$ cat config.mk
export PLATFORM = sky130hd
export DESIGN_NAME = noc_port_arbiter
export DESIGN_NICKNAME = d
export VERILOG_FILES = /design/src/rtl/noc_port_arbiter.sv
export SDC_FILE = /design/constraint.sdc
export NUM_CORES = 1
export LEC_CHECK = 0
export ABC_AREA = 1
export BUFFER_PORTS_ARGS = -buffer_cell sky130_fd_sc_hd__buf_2
export CAP_MARGIN = 20
export CORE_AREA = 2 2 187 189
export CTS_CLUSTER_DIAMETER = 150
export DETAILED_ROUTE_END_ITERATION = 8
export DIE_AREA = 0 0 189 191
export PLACE_DENSITY = 0.51
export SKIP_LAST_GASP = 1
export SLEW_MARGIN = 20
export SYNTH_ARGS = -nofsm -noshare
export SYNTH_HDL_FRONTEND = slang
export SYNTH_SLANG_ARGS = --single-unit
$ cat constraint.sdc
create_clock -name clk -period 2.55 [get_ports clk]
set_input_delay 0.51 -clock clk [delete_from_list [all_inputs] [get_ports clk]]
set_output_delay 0.51 -clock clk [all_outputs]
set_load 0.005 [all_outputs]
$ cat src/rtl/noc_port_arbiter.sv
// Round-robin arbiter that shares one registered NoC output among N CPU-side
// request streams, and routes the single NoC response stream back by destination.
module noc_port_arbiter #(
    parameter int N_PORTS    = 4,
    parameter int DATA_WIDTH = 64,
    parameter int MAX_BURST  = 4,
    parameter int IDX_W      = $clog2(N_PORTS)
) (
    input  logic                            clk,
    input  logic                            rst_n,
    input  logic [N_PORTS-1:0]              req_vld,
    output logic [N_PORTS-1:0]              req_rdy,
    input  logic [N_PORTS*DATA_WIDTH-1:0]   req_data,
    output logic                            noc_vld,
    input  logic                            noc_rdy,
    output logic [DATA_WIDTH-1:0]           noc_data,
    output logic [IDX_W-1:0]                noc_src,
    input  logic                            rsp_vld,
    output logic                            rsp_rdy,
    input  logic [DATA_WIDTH-1:0]           rsp_data,
    input  logic [IDX_W-1:0]                rsp_dst,
    output logic [N_PORTS-1:0]              cpu_rsp_vld,
    input  logic [N_PORTS-1:0]              cpu_rsp_rdy,
    output logic [DATA_WIDTH-1:0]           cpu_rsp_data,
    output logic                            rsp_drop,
    output logic                            dbg_state,
    output logic [IDX_W-1:0]                dbg_rr_ptr,
    output logic [$clog2(MAX_BURST+1)-1:0]  dbg_burst_cnt
);

    // Handshake: a beat moves on a rising edge where vld and rdy are both high;
    // vld never depends on rdy, and a presented beat is held until taken.

    typedef enum logic {
        IDLE = 1'b0,
        OWN  = 1'b1
    } state_e;

    localparam int                BCW       = $clog2(MAX_BURST + 1);
    localparam logic [IDX_W:0]    N_EXT     = (IDX_W + 1)'(N_PORTS);
    localparam logic [BCW-1:0]    BURST_MAX = BCW'(MAX_BURST);
    localparam logic [IDX_W-1:0]  LAST_IDX  = IDX_W'(N_PORTS - 1);

    state_e                 state_q, state_d;
    logic [IDX_W-1:0]       rr_ptr_q, rr_ptr_d;
    logic [IDX_W-1:0]       owner_q, owner_d;
    logic [BCW-1:0]         burst_cnt_q, burst_cnt_d;
    logic                   noc_vld_q, noc_vld_d;
    logic [DATA_WIDTH-1:0]  noc_data_q, noc_data_d;
    logic [IDX_W-1:0]       noc_src_q, noc_src_d;
    logic                   rsp_drop_q, rsp_drop_d;

    logic                   slot_free;
    logic                   win_found;
    logic [IDX_W-1:0]       win_idx;
    logic [IDX_W:0]         cand;
    logic                   load;
    logic [IDX_W-1:0]       load_idx;
    logic                   dst_ok;

    function automatic logic [IDX_W-1:0] next_idx(input logic [IDX_W-1:0] i);
        return (i == LAST_IDX) ? '0 : i + IDX_W'(1);
    endfunction

    assign slot_free = !noc_vld_q || noc_rdy;

    // First valid requester at or above rr_ptr, wrapping at N_PORTS-1.
    always_comb begin
        win_found = 1'b0;
        win_idx   = '0;
        cand      = '0;
        for (int k = 0; k < N_PORTS; k++) begin
            cand = {1'b0, rr_ptr_q} + (IDX_W + 1)'(k);
            if (cand >= N_EXT) begin
                cand = cand - N_EXT;
            end
            if (!win_found && req_vld[cand[IDX_W-1:0]]) begin
                win_found = 1'b1;
                win_idx   = cand[IDX_W-1:0];
            end
        end
    end

    always_comb begin
        state_d     = state_q;
        rr_ptr_d    = rr_ptr_q;
        owner_d     = owner_q;
        burst_cnt_d = burst_cnt_q;
        req_rdy     = '0;
        load        = 1'b0;
        load_idx    = owner_q;
        case (state_q)
            IDLE: begin
                if (slot_free && win_found) begin
                    req_rdy[win_idx] = 1'b1;
                    load             = 1'b1;
                    load_idx         = win_idx;
                    owner_d          = win_idx;
                    burst_cnt_d      = BCW'(1);
                    if (MAX_BURST > 1) begin
                        state_d = OWN;
                    end else begin
                        rr_ptr_d = next_idx(win_idx);
                    end
                end
            end
            OWN: begin
                if (slot_free) begin
                    if (req_vld[owner_q]) begin
                        req_rdy[owner_q] = 1'b1;
                        load             = 1'b1;
                        load_idx         = owner_q;
                        burst_cnt_d      = burst_cnt_q + BCW'(1);
                        if (burst_cnt_q + BCW'(1) == BURST_MAX) begin
                            rr_ptr_d    = next_idx(owner_q);
                            burst_cnt_d = '0;
                            state_d     = IDLE;
                        end
                    end else begin
                        // Owner went quiet: hand back without granting this cycle.
                        rr_ptr_d    = next_idx(owner_q);
                        burst_cnt_d = '0;
                        state_d     = IDLE;
                    end
                end
            end
            default: begin
                state_d = IDLE;
            end
        endcase
    end

    always_comb begin
        noc_vld_d  = noc_vld_q;
        noc_data_d = noc_data_q;
        noc_src_d  = noc_src_q;
        if (slot_free) begin
            noc_vld_d = load;
            if (load) begin
                noc_data_d = req_data[int'(load_idx) * DATA_WIDTH +: DATA_WIDTH];
                noc_src_d  = load_idx;
            end
        end
    end

    // Response path is purely combinational; out-of-range destinations are
    // accepted and discarded so the NoC side never wedges.
    always_comb begin
        cpu_rsp_vld = '0;
        rsp_rdy     = 1'b1;
        dst_ok      = ({1'b0, rsp_dst} < N_EXT);
        for (int i = 0; i < N_PORTS; i++) begin
            if (rsp_dst == IDX_W'(i)) begin
                cpu_rsp_vld[i] = rsp_vld;
                rsp_rdy        = cpu_rsp_rdy[i];
            end
        end
        rsp_drop_d = rsp_vld && !dst_ok;
    end

    assign cpu_rsp_data = rsp_data;

    always_ff @(posedge clk or negedge rst_n) begin
        if (!rst_n) begin
            state_q     <= IDLE;
            rr_ptr_q    <= '0;
            owner_q     <= '0;
            burst_cnt_q <= '0;
            noc_vld_q   <= 1'b0;
            noc_data_q  <= '0;
            noc_src_q   <= '0;
            rsp_drop_q  <= 1'b0;
        end else begin
            state_q     <= state_d;
            rr_ptr_q    <= rr_ptr_d;
            owner_q     <= owner_d;
            burst_cnt_q <= burst_cnt_d;
            noc_vld_q   <= noc_vld_d;
            noc_data_q  <= noc_data_d;
            noc_src_q   <= noc_src_d;
            rsp_drop_q  <= rsp_drop_d;
        end
    end

    assign noc_vld       = noc_vld_q;
    assign noc_data      = noc_data_q;
    assign noc_src       = noc_src_q;
    assign rsp_drop      = rsp_drop_q;
    assign dbg_state     = state_q;
    assign dbg_rr_ptr    = rr_ptr_q;
    assign dbg_burst_cnt = burst_cnt_q;

endmodule

==> metrics.csv, run 1 <==
stage,metric,value,unit
routing,Routed WL,30.3,mm
setup_path,critical path class,reg2out,
die,die area,36100,sq um
logic_synthesis,register area share after synthesis,26.3,%
cells_and_area,layout cells sized above 1,31.4,%
logic_synthesis,cell area after synthesis,7130,sq um
routing,Final ANT Viol Nets,0,
die,Ports,481,
grt,first-pass GRT wire length,40.5,mm
die,chip width,189,um
routing,First-pass DRT Iterations,5,
logic_synthesis,Synth area leader,dfrtp_1,
logic_synthesis,post-synth cell types,28,
place,Routability Congestion,0.881,
clock_tree,clk slew on worst S/H paths,0.07,ns
logic_synthesis,ys flop type,dfrtp_1,
place,Detailed Place HPWL,20.5,mm
sta,Tcrit/Tclk final,101,%
sta,Final setup viols,2,
routing,DRC,0,
cells_and_area,nets@finish,1876,
die,Initial Util,20.9,%
sta,Least-Margin Pin Slew,0.533,ns
run_status,failing checks,setup timing,
setup_path,FF-to-FF path depth,19,
sta,Final Hold Fails,0,
sta,final setup margin,-0.0156,ns
setup_path,Worst Setup End Kind,primary output,
run_status,status,"finished, violations left",
setup_path,worst flop-to-flop path endpoint,noc_data[47],
sta,RSZ-0062 raised after global routing,true,
grt,total gr overflow,0,
logic_synthesis,synthesized area per cell,5.76,sq um
min_path,HP Class,in2async,
setup_path,slowest CP cell,dfrtp_2,
place,# placed instances,1941,
logic_synthesis,Mapped Nets,1578,
cells_and_area,ant diodes,0,
logic_synthesis,Mapped Cells,1238,
die,core region area,34100,sq um
setup_path,Crit path required time,2.04,ns
setup_path,FF-to-FF setup slack,0.11,ns
place,PortBufs,351,
place,Setup WS pre-CTS,-0.0163,ns
clock_tree,Clock Sink Count,75,
grt,vias in the first global route,7681,
routing,DRT iter0 DRCs,367,
logic_synthesis,warnings from Yosys,0,
clock_tree,CTS tree,built,
setup_path,crit path DAT,2.06,ns
sta,Fin Clk Skew,0.0176,ns
logic_synthesis,"EDFF count, synth",0,
setup_path,max incr delay on CP,0.45,ns
setup_path,crit path launch type,flip-flop,
clock_tree,H-Tree Depth,3,
clock_tree,CTS Buf Count,9,
pwr,PD cells,1580,nW/um^2
pwr,Sw Ratio,51.9,%
sta,final max-slew violation count,0,
pwr,Logic pwr share,77.3,%
setup_path,most frequent CP cell,nand2_2,
logic_synthesis,synth top area cells,"dfrtp_1 26%, nand2_1 23%, nand3_1 19%",
setup_path,reg-to-reg startpoint,dbg_rr_ptr[0],
die,DIE HEIGHT,191,um
logic_synthesis,synthesized flop and latch total,75,
routing,Via density,4.23,
pwr,sw power,8.22,mW
pwr,Design Power,15.8,mW
routing,routed length per instance,15.2,um
grt,largest net degree at the start of global routing,75,
cells_and_area,Storage cell area,1880,sq um
logic_synthesis,asr flop ratio synth,100,%
cells_and_area,final core occ,29.4,%
pwr,Worst VDD drop,0.723,mV
pwr,register share of total power,14.2,%
sta,Slew HR,64.5,%
pwr,static leakage,6.42,nW
cells_and_area,filler instances,3836,
logic_synthesis,"count leader, synth",nand2_1,
logic_synthesis,synth cell count leaders,"431 x nand2_1, 275 x inv_1, 270 x nand3_1",
job,Max-Cap Viols,0,
clock_tree,worst-case clock buffer depth,2,
die,Row Count,68,
clock_tree,Clk Tree Root Cell,clkbuf_16,
grt,Total GRT Usage,14.3,%
grt,antenna violations before repair,1,
cells_and_area,final instance count without filler cells,1995,
sta,crit path time final,2.57,ns
pwr,clock network fraction of design power,8.4,%
setup_path,cells along the critical path,buf_6 > nand2_2 > nand2_2 > nand2_2 > nand2_2 > nor2_4 > nand4_1 > nand2_4 > nand2_4 > o21ai_2 > buf_2,
logic_synthesis,Yosys top cell area share,26.3,%
cells_and_area,area grow syn2layout,40.5,%
pwr,P_int,7.62,mW
sta,maximum clock rate,0.390,GHz
sta,Setup TNS,-0.0262,ns
cells_and_area,Multi-input gate area,3460,sq um
clock_tree,Clock Latency Late Sink,0.35,ns
routing,total number of vias,8441,
setup_path,CP Max Fanout,4,
layout by cell type (no fill, tap or decap), types with 11 or more instances in the layout:
| cell type | count |
|---|---|
| nand3_1 | 262 |
| clkbuf_16 | 18 |
| buf_4 | 35 |
| buf_12 | 18 |
| buf_2 | 349 |
| inv_1 | 273 |
| nand2_1 | 414 |
| nand2_2 | 15 |
| dfrtp_1 | 73 |
| buf_6 | 11 |
timing repair:
| item | CTS | global route |
|---|---|---|
| pin swaps | 12 | 11 |
| setup buffers | 13 | 16 |
| resized for setup | 27 | 29 |
| endpoints found under the setup margin | 6 | 59 |
| hold buffers | 0 | 0 |
| gates cloned | 0 | 11 |
registers in the layout (all words and copies together), names as in the netlist:
register and cells:
noc_src 2, noc_data 64, dbg_state 1, noc_vld 1, owner_q 2, dbg_burst_cnt 3, dbg_rr_ptr 2
power by group through the flow:
stage                     sequential, mW  clock [mW]  combinational, mW
after floorplan                     2.25           0               6.71
after global placement              2.28           0               10.2
after detailed placement            2.26           0               10.2
after CTS                           2.26        1.40               10.6
after global routing                2.33        1.45               13.6
final                               2.25        1.34               12.2
cell families (layout without fill, tap and decap cells):
logic type	Yosys count	in the layout	share of synthesized area, %
buffers and inverters	416	718	27.6
DFF	75	75	26.3
adders and majority gates	6	6	1.05
and+or+nand+nor	721	721	43.3
xor gates and xnor gates	1	1	0.123
other	1	1	0.0526
AOI/OAI and AO/OA	18	18	1.51
worst max-delay path: cells and delay by family, from the launching register on:
| family | cells | cell delay [ns] |
|---|---|---|
| DFF | 1 | 0.45 |
| AOI/OAI and AO/OA | 1 | 0.17 |
| and+or+nand+nor | 8 | 0.79 |
| buffers and inverters | 2 | 0.29 |
per-layer routing:
metal | track usage (%) | vias to the layer above | part of all wire (%)
met3 | 3.36 | 58 | 6.8
met4 | 5.50 | 0 | 2.9
li1 | - | 4225 | -
met2 | 24.8 | 338 | 48
met5 | 0 | - | 0
met1 | 17.0 | 3820 | 42
how the worst max path moves through the flow:
stage | start | to | cells past startpoint
5_1_grt | owner_q[0] | req_rdy[3] | 7
4_1_cts | dbg_rr_ptr[0] | req_rdy[2] | 12
3_5_place_dp | req_vld[1] | noc_data[32] | 18
3_3_place_gp | req_vld[1] | noc_data[32] | 18
2_1_floorplan | dbg_rr_ptr[0] | req_rdy[3] | 14
6_report | dbg_rr_ptr[0] | req_rdy[0] | 11
through the flow:
| stage | instance area, sq um | hold WS, ns |
|---|---|---|
| after global routing | 10000 | 0.152 |
| after CTS | 9520 | 0.144 |
| after floorplan | 7130 | 0.214 |
| final | 10000 | 0.126 |
| after global placement | 9050 | 0.457 |
| after detailed placement | 9050 | 0.460 |
final cells by class:
cell class	count	area share, %
multi-input combinational	747	34.5
timing repair buffer	423	27.4
sequential	75	18.8
inverter	280	10.7
tap	455	5.68
clock buffer	11	2.42
clock inverter	4	0.512
No activity file was read; power rests on OpenSTA's default activity.
==> run 2: changes to the inputs <==
Clock period 2.55 ns to 2.7 ns, I/O delays scaled along.
==> run 2 against run 1 <==
Count of clock-buffer cells in the layout fell by 1. First-iteration DRC count fell by 20%. Critical path depth did not move. Setup slack improved by 0.097 ns. Hold slack improved by 0.034 ns. The flow now finishes without violations. Critical path type unchanged.
==> metrics.csv, run 2 (synthesis gave the netlist of run 1 again) <==
stage,metric,value,unit,change
min_path,HP Class,in2async,,unchanged
place,Setup WS pre-CTS,0.0456,ns,was -0.0163 ns
setup_path,critical path class,reg2out,,unchanged
routing,routed length per instance,13.9,um,was 15.2 um
sta,final setup margin,0.0810,ns,was -0.0156 ns
pwr,PD cells,1390,nW/um^2,was 1580 nW/um^2
sta,RSZ-0062 raised after global routing,true,,unchanged
place,Routability Congestion,0.894,,was 0.881
sta,Tcrit/Tclk final,97.0,%,
routing,DRT iter0 DRCs,295,,was 367
cells_and_area,ant diodes,0,,unchanged
die,Initial Util,20.9,%,unchanged
sta,Final Hold Fails,0,,unchanged
sta,final max-slew violation count,0,,unchanged
grt,first-pass GRT wire length,40.6,mm,was 40.5 mm
grt,total gr overflow,0,,unchanged
cells_and_area,area grow syn2layout,32.1,%,was 40.5%
cells_and_area,most frequent cells in the layout,"412 x nand2_1, 350 x buf_2, 273 x inv_1, 266 x nand3_1, 73 x dfrtp_1",,"was 414 x nand2_1, 349 x buf_2, 273 x inv_1, 262 x nand3_1, 73 x dfrtp_1"
setup_path,crit-path leading delay family,simple AND/OR/NAND/NOR gates,,unchanged
place,PortBufs,351,,unchanged
clock_tree,clk slew on worst S/H paths,0.07,ns,about the same
routing,Final ANT Viol Nets,0,,unchanged
clock_tree,CTS tree,built,,unchanged
die,Row Count,68,,unchanged
cells_and_area,Multi-input gate area,3430,sq um,was 3460 sq um
pwr,Design Power,13.1,mW,was 15.8 mW
grt,antenna violations before repair,1,,unchanged
setup_path,Crit path required time,2.16,ns,was 2.04 ns
cells_and_area,post-route cell area,9420,sq um,was 10000 sq um
pwr,static leakage,6.13,nW,was 6.42 nW
setup_path,max incr delay on CP,0.44,ns,was 0.45 ns
sta,crit path time final,2.62,ns,
place,Detailed Place HPWL,20.3,mm,was 20.5 mm
setup_path,Buf/Inv on CP,2,,unchanged
setup_path,Worst Setup End Kind,primary output,,unchanged
grt,GR Util met2,24.8,%,about the same
pwr,Worst VDD drop,0.749,mV,was 0.723 mV
grt,largest net degree at the start of global routing,71,,was 75
routing,Via density,4.20,,was 4.23
setup_path,CP Max Fanout,5,,was 4
routing,total number of vias,8198,,was 8441
die,core region area,34100,sq um,unchanged
sta,Least-Margin Pin Slew,0.542,ns,was 0.533 ns
job,Max-Cap Viols,0,,unchanged
setup_path,crit path DAT,2.08,ns,was 2.06 ns
cells_and_area,layout cells sized above 1,29.4,%,was 31.4%
die,die area,36100,sq um,unchanged
grt,M1 GR Usage,16.6,%,was 17.0%
clock_tree,CTS Buf Count,9,,unchanged
cells_and_area,"commonest non-fill, non-tap cell in the layout",nand2_1,,unchanged
routing,Routed WL,27.1,mm,was 30.3 mm
run_status,status,finished clean,,"was finished, violations left"
setup_path,most frequent CP cell,nand2_2,,unchanged
cells_and_area,max reg flops,64,,unchanged
routing,First-pass DRT Iterations,4,,was 5
setup_path,slowest CP cell,dfrtp_2,,unchanged
grt,GR Util met3,3.62,%,was 3.36%
clock_tree,Clock Sink Count,75,,unchanged
sta,Slew HR,63.8,%,was 64.5%
grt,vias in the first global route,7787,,was 7681
die,DIE HEIGHT,191,um,unchanged
sta,Fin Clk Skew,0.00917,ns,was 0.0176 ns
cells_and_area,final instance count without filler cells,1953,,was 1995
cells_and_area,nets@finish,1833,,was 1876
place,# placed instances,1928,,was 1941
grt,GR peak layer,met2,,unchanged
cells_and_area,final core occ,27.6,%,was 29.4%
grt,Total GRT Usage,14.4,%,was 14.3%
cells_and_area,Storage cell area,1880,sq um,unchanged
sta,Final setup viols,0,,was 2
clock_tree,worst-case clock buffer depth,2,,unchanged
setup_path,crit path launch type,flip-flop,,unchanged
die,chip width,189,um,unchanged
clock_tree,# hold bufs at CTS,0,,unchanged
clock_tree,Clk Tree Root Cell,clkbuf_16,,unchanged
die,Ports,481,,unchanged
sta,maximum clock rate,0.382,GHz,
clock_tree,H-Tree Depth,3,,unchanged
setup_path,cells along the critical path,buf_6 > nand2_2 > nand2_2 > nand2_2 > nand2_2 > nor2_4 > nand4_1 > nand2_4 > nand2_2 > o21ai_2 > buf_2,,was buf_6 > nand2_2 > nand2_2 > nand2_2 > nand2_2 > nor2_4 > nand4_1 > nand2_4 > nand2_4 > o21ai_2 > buf_2
routing,DRC,0,,unchanged
clock_tree,Clock Latency Late Sink,0.35,ns,about the same
cells_and_area,filler instances,3948,,was 3836
place,placed inst area,8890,sq um,was 9050 sq um
==> run 2: cell count changes in the layout (fill, tap and decap cells not counted), sizes merged <==
cell / change
buf: -35
clkbuf: -9
clkinv: +2
clkinvlp: -1
inv: +1
==> run 2: repair_timing <==
action                     4_1_cts  5_1_grt
gates resized for setup         10       31
cloned                           0        1
setup endpoints to repair        4       29
buffers inserted                 4        4
pin swaps                        0       12
==> run 2: final cells by class <==
| class | instances | area share (%) |
|---|---|---|
| flip-flops and latches | 75 | 19.9 |
| multi-input cells | 747 | 36.4 |
| repair buffers | 380 | 23.2 |
| inverters | 280 | 11.3 |
| clock inverters | 6 | 0.584 |
| clock buffers | 10 | 2.54 |
| well taps | 455 | 6.04 |
==> run 2: routing by layer <==
metal	part of all wire, %	wire [um]
met2	48	12900
met5	0.048	13
met4	4.0	1080
met3	8.1	2190
met1	40	11000
==> run 2: worst paths after layout <==
| check | from | endpoint | slack [ns] | cells after the start |
|---|---|---|---|---|
| max reg2reg | dbg_rr_ptr[0] | noc_data[46] | 0.15 | 19 |
| min | rst_n | noc_data[55] | 0.16 | 1 |
| min in group clk | noc_data[44] | noc_data[44] | 0.47 | 2 |
| max in group asynchronous | rst_n | noc_data[30] | 1.92 | 2 |
| min reg2reg | noc_data[44] | noc_data[44] | 0.47 | 2 |
| max | dbg_rr_ptr[0] | req_rdy[0] | 0.08 | 11 |
==> run 2: where the power goes <==
part / internal (mW) / leakage [nW] / switching, mW
sequential: 1.76 / 0.916 / 0.372
combinational: 3.59 / 5.06 / 6.13
clock: 0.734 / 0.152 / 0.510
==> run 2: per-stage QoR <==
stage | TNS (ns) | hold WS (ns)
after global placement | 0 | 0.458
after CTS | 0 | 0.177
final | 0 | 0.160
after floorplan | 0 | 0.244
after global routing | -0.0812 | 0.193
after detailed placement | 0 | 0.460
